File: config.mk
export PLATFORM = sky130hd
export DESIGN_NAME = inst_fetch_unit
export DESIGN_NICKNAME = d
export VERILOG_FILES = /design/src/rtl/mips_defs_pkg.sv /design/src/rtl/inst_rom.sv /design/src/rtl/inst_fetch_unit.sv
export SDC_FILE = /design/constraint.sdc
export NUM_CORES = 1
export LEC_CHECK = 0
export CAP_MARGIN = 20
export CORE_MARGIN = 3
export CORE_UTILIZATION = 40
export CTS_BUF_LIST = sky130_fd_sc_hd__clkbuf_4 sky130_fd_sc_hd__clkbuf_8 sky130_fd_sc_hd__clkbuf_16
export CTS_CLUSTER_DIAMETER = 120
export DETAILED_ROUTE_END_ITERATION = 8
export GPL_TIMING_DRIVEN = 0
export SYNTH_ARGS = -nofsm -noshare
export SYNTH_HDL_FRONTEND = slang
export SYNTH_SLANG_ARGS = --single-unit
File: constraint.sdc
create_clock -name clk -period 8.6 [get_ports clk]
set_input_delay 2.15 -clock clk [delete_from_list [all_inputs] [get_ports clk]]
set_output_delay 2.15 -clock clk [all_outputs]
set_load 0.05 [all_outputs]
File: src/rtl/mips_defs_pkg.sv
// Shared definitions for the fetch stage and the downstream instruction classifier.
//   - Store geometry: DEPTH words of IW bits, addressed by AW bits. PCW is wide
//     enough to hold the value DEPTH, so a run length of DEPTH is representable.
//   - Fetch FSM state encoding.
//   - MIPS primary opcode field values used by the classifier.
package mips_defs_pkg;

    localparam int DEPTH = 8;
    localparam int AW    = $clog2(DEPTH);
    localparam int IW    = 32;
    localparam int PCW   = 4;

    typedef enum logic [1:0] {
        ST_IDLE    = 2'd0,
        ST_READ    = 2'd1,
        ST_PRESENT = 2'd2,
        ST_DONE    = 2'd3
    } fetch_state_e;

    localparam logic [5:0] OP_R   = 6'h00;
    localparam logic [5:0] OP_J   = 6'h02;
    localparam logic [5:0] OP_JAL = 6'h03;

endpackage

File: src/rtl/inst_rom.sv
// DEPTH x IW instruction store with one synchronous write port and one
// synchronous read port.
// The array itself has no reset, so its contents survive rst_n. Only the read
// data register is reset, because it drives the fetch unit's inst_out directly.
// Ports:
//   clk, rst_n          clock, async active-low reset (read register only)
//   i_wr_en/addr/data   write port, commits on posedge
//   i_rd_en, i_rd_addr  read strobe and address
//   o_rd_data           registered read data, updated only when i_rd_en=1
module inst_rom #(
    parameter int DEPTH = 8,
    parameter int AW    = 3,
    parameter int IW    = 32
) (
    input  logic          clk,
    input  logic          rst_n,
    input  logic          i_wr_en,
    input  logic [AW-1:0] i_wr_addr,
    input  logic [IW-1:0] i_wr_data,
    input  logic          i_rd_en,
    input  logic [AW-1:0] i_rd_addr,
    output logic [IW-1:0] o_rd_data
);

    logic [IW-1:0] r_mem [DEPTH];
    logic [IW-1:0] r_rd_data;

    always_ff @(posedge clk) begin
        if (i_wr_en) begin
            r_mem[i_wr_addr] <= i_wr_data;
        end
    end

    always_ff @(posedge clk or negedge rst_n) begin
        if (!rst_n) begin
            r_rd_data <= '0;
        end else if (i_rd_en) begin
            r_rd_data <= r_mem[i_rd_addr];
        end
    end

    assign o_rd_data = r_rd_data;

endmodule

File: src/rtl/inst_fetch_unit.sv
// Fetch stage: holds a loadable instruction store and, on start, streams words
// 0..len-1 to the consumer, one per valid/ready transfer, with each word's
// store index on pc_out.
//
// Handshake: inst_valid rises with a word and stays high, with inst_out and
// pc_out unchanged, until the cycle in which inst_ready is also high; that
// cycle is the transfer. inst_ready is ignored while inst_valid is low.
//
// Ports:
//   clk, rst_n              clock, async active-low reset
//   wr_en/wr_addr/wr_data   store write, honoured only in IDLE or DONE
//   start, prog_len         begin a run of min(prog_len, DEPTH) words (IDLE/DONE only)
//   inst_out, pc_out        presented word and its store index
//   inst_valid, inst_ready  consumer handshake
//   busy                    run in progress (READ or PRESENT)
//   done                    run complete, held until the next start
//   dbg_state               current FSM state
module inst_fetch_unit
    import mips_defs_pkg::*;
#(
    parameter int DEPTH = mips_defs_pkg::DEPTH,
    parameter int AW    = mips_defs_pkg::AW,
    parameter int IW    = mips_defs_pkg::IW,
    parameter int PCW   = mips_defs_pkg::PCW
) (
    input  logic           clk,
    input  logic           rst_n,
    input  logic           wr_en,
    input  logic [AW-1:0]  wr_addr,
    input  logic [IW-1:0]  wr_data,
    input  logic           start,
    input  logic [PCW-1:0] prog_len,
    output logic [IW-1:0]  inst_out,
    output logic           inst_valid,
    input  logic           inst_ready,
    output logic [PCW-1:0] pc_out,
    output logic           busy,
    output logic           done,
    output fetch_state_e   dbg_state
);

    fetch_state_e   r_state;
    fetch_state_e   w_state_nxt;
    logic [PCW-1:0] r_len;
    logic [PCW-1:0] r_pc;
    logic [PCW-1:0] r_pc_out;
    logic           r_valid;

    logic           w_idle_like;
    logic           w_accept_start;
    logic           w_xfer;
    logic           w_rd_en;
    logic           w_store_wr_en;
    logic [PCW-1:0] w_len_clamped;
    logic [PCW-1:0] w_pc_inc;
    logic [IW-1:0]  w_rd_data;

    // Store and run control are only touched between runs.
    assign w_idle_like    = (r_state == ST_IDLE) || (r_state == ST_DONE);
    assign w_accept_start = w_idle_like && start;
    assign w_store_wr_en  = w_idle_like && wr_en;
    assign w_rd_en        = (r_state == ST_READ);
    assign w_xfer         = (r_state == ST_PRESENT) && inst_ready;
    assign w_len_clamped  = (prog_len > PCW'(DEPTH)) ? PCW'(DEPTH) : prog_len;
    assign w_pc_inc       = r_pc + PCW'(1);

    // Inside a run r_pc < r_len <= DEPTH, so its low AW bits address the store.
    inst_rom #(
        .DEPTH (DEPTH),
        .AW    (AW),
        .IW    (IW)
    ) u_rom (
        .clk       (clk),
        .rst_n     (rst_n),
        .i_wr_en   (w_store_wr_en),
        .i_wr_addr (wr_addr),
        .i_wr_data (wr_data),
        .i_rd_en   (w_rd_en),
        .i_rd_addr (r_pc[AW-1:0]),
        .o_rd_data (w_rd_data)
    );

    always_ff @(posedge clk or negedge rst_n) begin
        if (!rst_n) begin
            r_state <= ST_IDLE;
        end else begin
            r_state <= w_state_nxt;
        end
    end

    always_comb begin
        w_state_nxt = r_state;
        case (r_state)
            ST_IDLE, ST_DONE: begin
                if (start) begin
                    w_state_nxt = (w_len_clamped == '0) ? ST_DONE : ST_READ;
                end
            end
            ST_READ: begin
                w_state_nxt = ST_PRESENT;
            end
            ST_PRESENT: begin
                if (inst_ready) begin
                    w_state_nxt = (w_pc_inc == r_len) ? ST_DONE : ST_READ;
                end
            end
            default: begin
                w_state_nxt = ST_IDLE;
            end
        endcase
    end

    always_ff @(posedge clk or negedge rst_n) begin
        if (!rst_n) begin
            r_len    <= '0;
            r_pc     <= '0;
            r_pc_out <= '0;
            r_valid  <= 1'b0;
        end else begin
            if (w_accept_start) begin
                r_len <= w_len_clamped;
                r_pc  <= '0;
            end
            // The store read register loads in this same cycle, so pc_out and
            // inst_out change together.
            if (r_state == ST_READ) begin
                r_pc_out <= r_pc;
                r_valid  <= 1'b1;
            end
            if (w_xfer) begin
                r_valid <= 1'b0;
                r_pc    <= w_pc_inc;
            end
        end
    end

    assign inst_out   = w_rd_data;
    assign inst_valid = r_valid;
    assign pc_out     = r_pc_out;
    assign busy       = (r_state == ST_READ) || (r_state == ST_PRESENT);
    assign done       = (r_state == ST_DONE);
    assign dbg_state  = r_state;

endmodule

==> out/metrics.csv <==
metric,value,unit
synth-main-ff-cell,edfxtp_1,
boundaryPins,85,
drv_cap,0,
status,finished clean,
fin_setup_tns,0,ps
core_area,0.0281,mm²
clockBufferDepth,3,
finalSetupViolations,0,
area.growth.synth_to_final,22.8,%
drt_iter0_drc,355,
fillCellCount,2327,
power.density,322,mW/mm²
synth_nets,605,
ys_top_cells_by_area,"edfxtp_1 (67%), mux4_2 (13%), dfrtp_1 (10%)",
first_pass_iters,5,
r2r_end,u_rom.r_mem[5][31],
worst_slew_pin_slew,847,ps
path_cells,inv_1 -> ha_1 -> inv_1 -> clkdlybuf4s50_1,
synth.distinct_cells,32,
post-cts-setup-buffer-count,0,
post-route-period-util,0.521,
antenna_found_initial,0,
placed_cell_area,0.0131,mm²
whs_path_depth,1,
crit_arrival,2330,ps
cts_resized,0,
r2r-start,dbg_state[0],
insertion_delay,550,ps
die_w,176,µm
report.final.slew_viol_count,0,
clock-skew-final,12.0,ps
rr_worst_depth,7,
grt_pass1_vias,6099,
gp_congestion,0.770,
avgSynthCellArea,20.7,µm²
multi_input_area,0.00253,mm²
grt_start_max_net_pins,28,
ys_top_cells_by_count,"edfxtp_1 (256), mux4_2 (64), dfrtp_1 (47)",
nets,736,
critPathSlowestCell,clkdlybuf4s50_1,
cts_tree,done,
htreeDepth,1,
synth_area_leader_cell,edfxtp_1,
post-route-min-period,4480,ps
grtUsageTotal,0.166,
cp-end-kind,output port,
io_buffers,84,
min_to,inst_valid,
initial_core_util,0.410,
synth_area,0.0115,mm²
fin_area,0.0141,mm²
required,6450,ps
globalRouteOverflowTotal,0,
cts_buffers,30,
ctsHoldBuffers,0,
rsz0062_at_grt,no,
wl_per_cell,23.2,µm
drive_above_1_share,0.225,
antenna_left,0,
seq_area_frac_synth,0.769,
rrSetupSlack,5890,ps
min_path_type,flop to flop,
die-height,176,µm
regArea,0.00886,mm²
cpMostUsedCell,inv_1,
async_reset_ff_frac,0.155,
crit_fanout,6,
grt_pass1_wl,38.3,mm
worstSetupPathType,flop to output port,
synth_top_cell_area_share,0.667,
ir_drop,197,µV
slew_headroom,0.434,
synth-seq-cells,303,
dp_hpwl,15.7,mm
num_vias,5710,
synthCells,556,
dieArea,0.0309,mm²
root_buffer,clkbuf_16,
drc_errors,0,
cts.sinks,303,
drt_wl_total,25.3,mm
viasPerCell,5.24,
critPathMaxStageDelay,800,ps
fmax,223,MHz
synth-edff-count,256,
hold_viol_final,0,
yosysMostFrequentCell,edfxtp_1,
yosysWarningCount,0,
path_clk_slew,60,ps
p_leak,4.62,nW
rows,61,
crit_path_start_kind,flop,
hold_start,inst_valid,
## per-stage QoR
step                cells  power [mW]  hold WS [ps]  utilization  setup WS (ps)
global route         1089        4.77           503        0.504           4040
detailed placement   1033        3.29           476        0.467           4070
finish               1090        4.56           492        0.504           4120
floorplan             556        2.79           469            -           3560
CTS                  1089        4.62           502        0.504           4120
global placement     1018        3.25           476        0.457            448
## layout by cell type, fill, tap and decap left out, types with 6 or more instances in the layout
master | netlist | final
mux4_2 | 64 | 64
nand2_1 | 10 | 10
buf_2 | 9 | 10
nor2_1 | 40 | 34
mux2i_1 | 32 | 32
clkbuf_16 | 0 | 30
clkinv_1 | 0 | 7
edfxtp_1 | 256 | 256
dfrtp_1 | 47 | 47
o21ai_0 | 8 | 8
nor2_4 | 0 | 6
a21oi_1 | 34 | 34
clkdlybuf4s50_1 | 0 | 83
buf_12 | 2 | 8
clkbuf_1 | 9 | 9
buf_6 | 1 | 9
## metal layers
metal / track usage / wire length, µm / up-vias
met1: 0.239 / 11300 / 2995
met4: 0.0350 / 402 / 0
met2: 0.266 / 12100 / 175
li1: - / - / 2512
met5: 0 / 0 / -
met3: 0.0331 / 1440 / 28
## how the worst max path moves through the flow
stage / slack, ps / start / depth (start not counted) / end
6_report: 4120 / dbg_state[0] / 4 / busy
5_1_grt: 4040 / dbg_state[0] / 4 / busy
4_1_cts: 4120 / dbg_state[0] / 4 / busy
3_5_place_dp: 4070 / wr_addr[0] / 6 / u_rom.r_mem[4][16]
3_3_place_gp: 450 / wr_addr[0] / 3 / u_rom.r_mem[4][17]
2_1_floorplan: 3560 / wr_addr[0] / 2 / u_rom.r_mem[4][0]
## cells by family (layout without fill, tap and decap cells)
| group | after synthesis | count (layout) | share of synthesized area |
|---|---|---|---|
| other | 0 | 1 | 0 |
| buffers and inverters | 31 | 186 | 0.0162 |
| adders and majority gates | 5 | 5 | 0.00543 |
| AOI/OAI and AO/OA | 48 | 48 | 0.0232 |
| DFF | 303 | 303 | 0.769 |
| and+or+nand+nor | 63 | 63 | 0.0232 |
| xor gates and xnor gates | 5 | 5 | 0.00510 |
| muxes | 101 | 101 | 0.158 |
## where the power goes
group / internal [mW] / switching (mW) / total [mW]
Clock: 0.787 / 0.534 / 1.32
Combinational: 0.536 / 0.851 / 1.39
Sequential: 1.77 / 0.0802 / 1.85
## final cells by class
class,instances,area share
clock inverter,21,0.0156
inverter,4,0.00106
buffer,27,0.0121
timing repair buffer,99,0.0759
antenna,1,0.000177
clock buffer,35,0.0566
tap,378,0.0334
multi-input combinational,222,0.179
sequential,303,0.626
## state kept, by name, summed over array words and instances, names as in the netlist
name	flops
r_pc	4
inst_valid	1
r_len	4
u_rom.r_mem	256
u_rom.o_rd_data	32
dbg_state	2
pc_out	4
## worst max-delay path: cells and delay by family (launching register included)
kind / cells / cell delay (ps)
fa+ha+maj: 1 / 370
flops: 1 / 440
buf+inv: 3 / 970
Power figures use the tool's default switching activity.
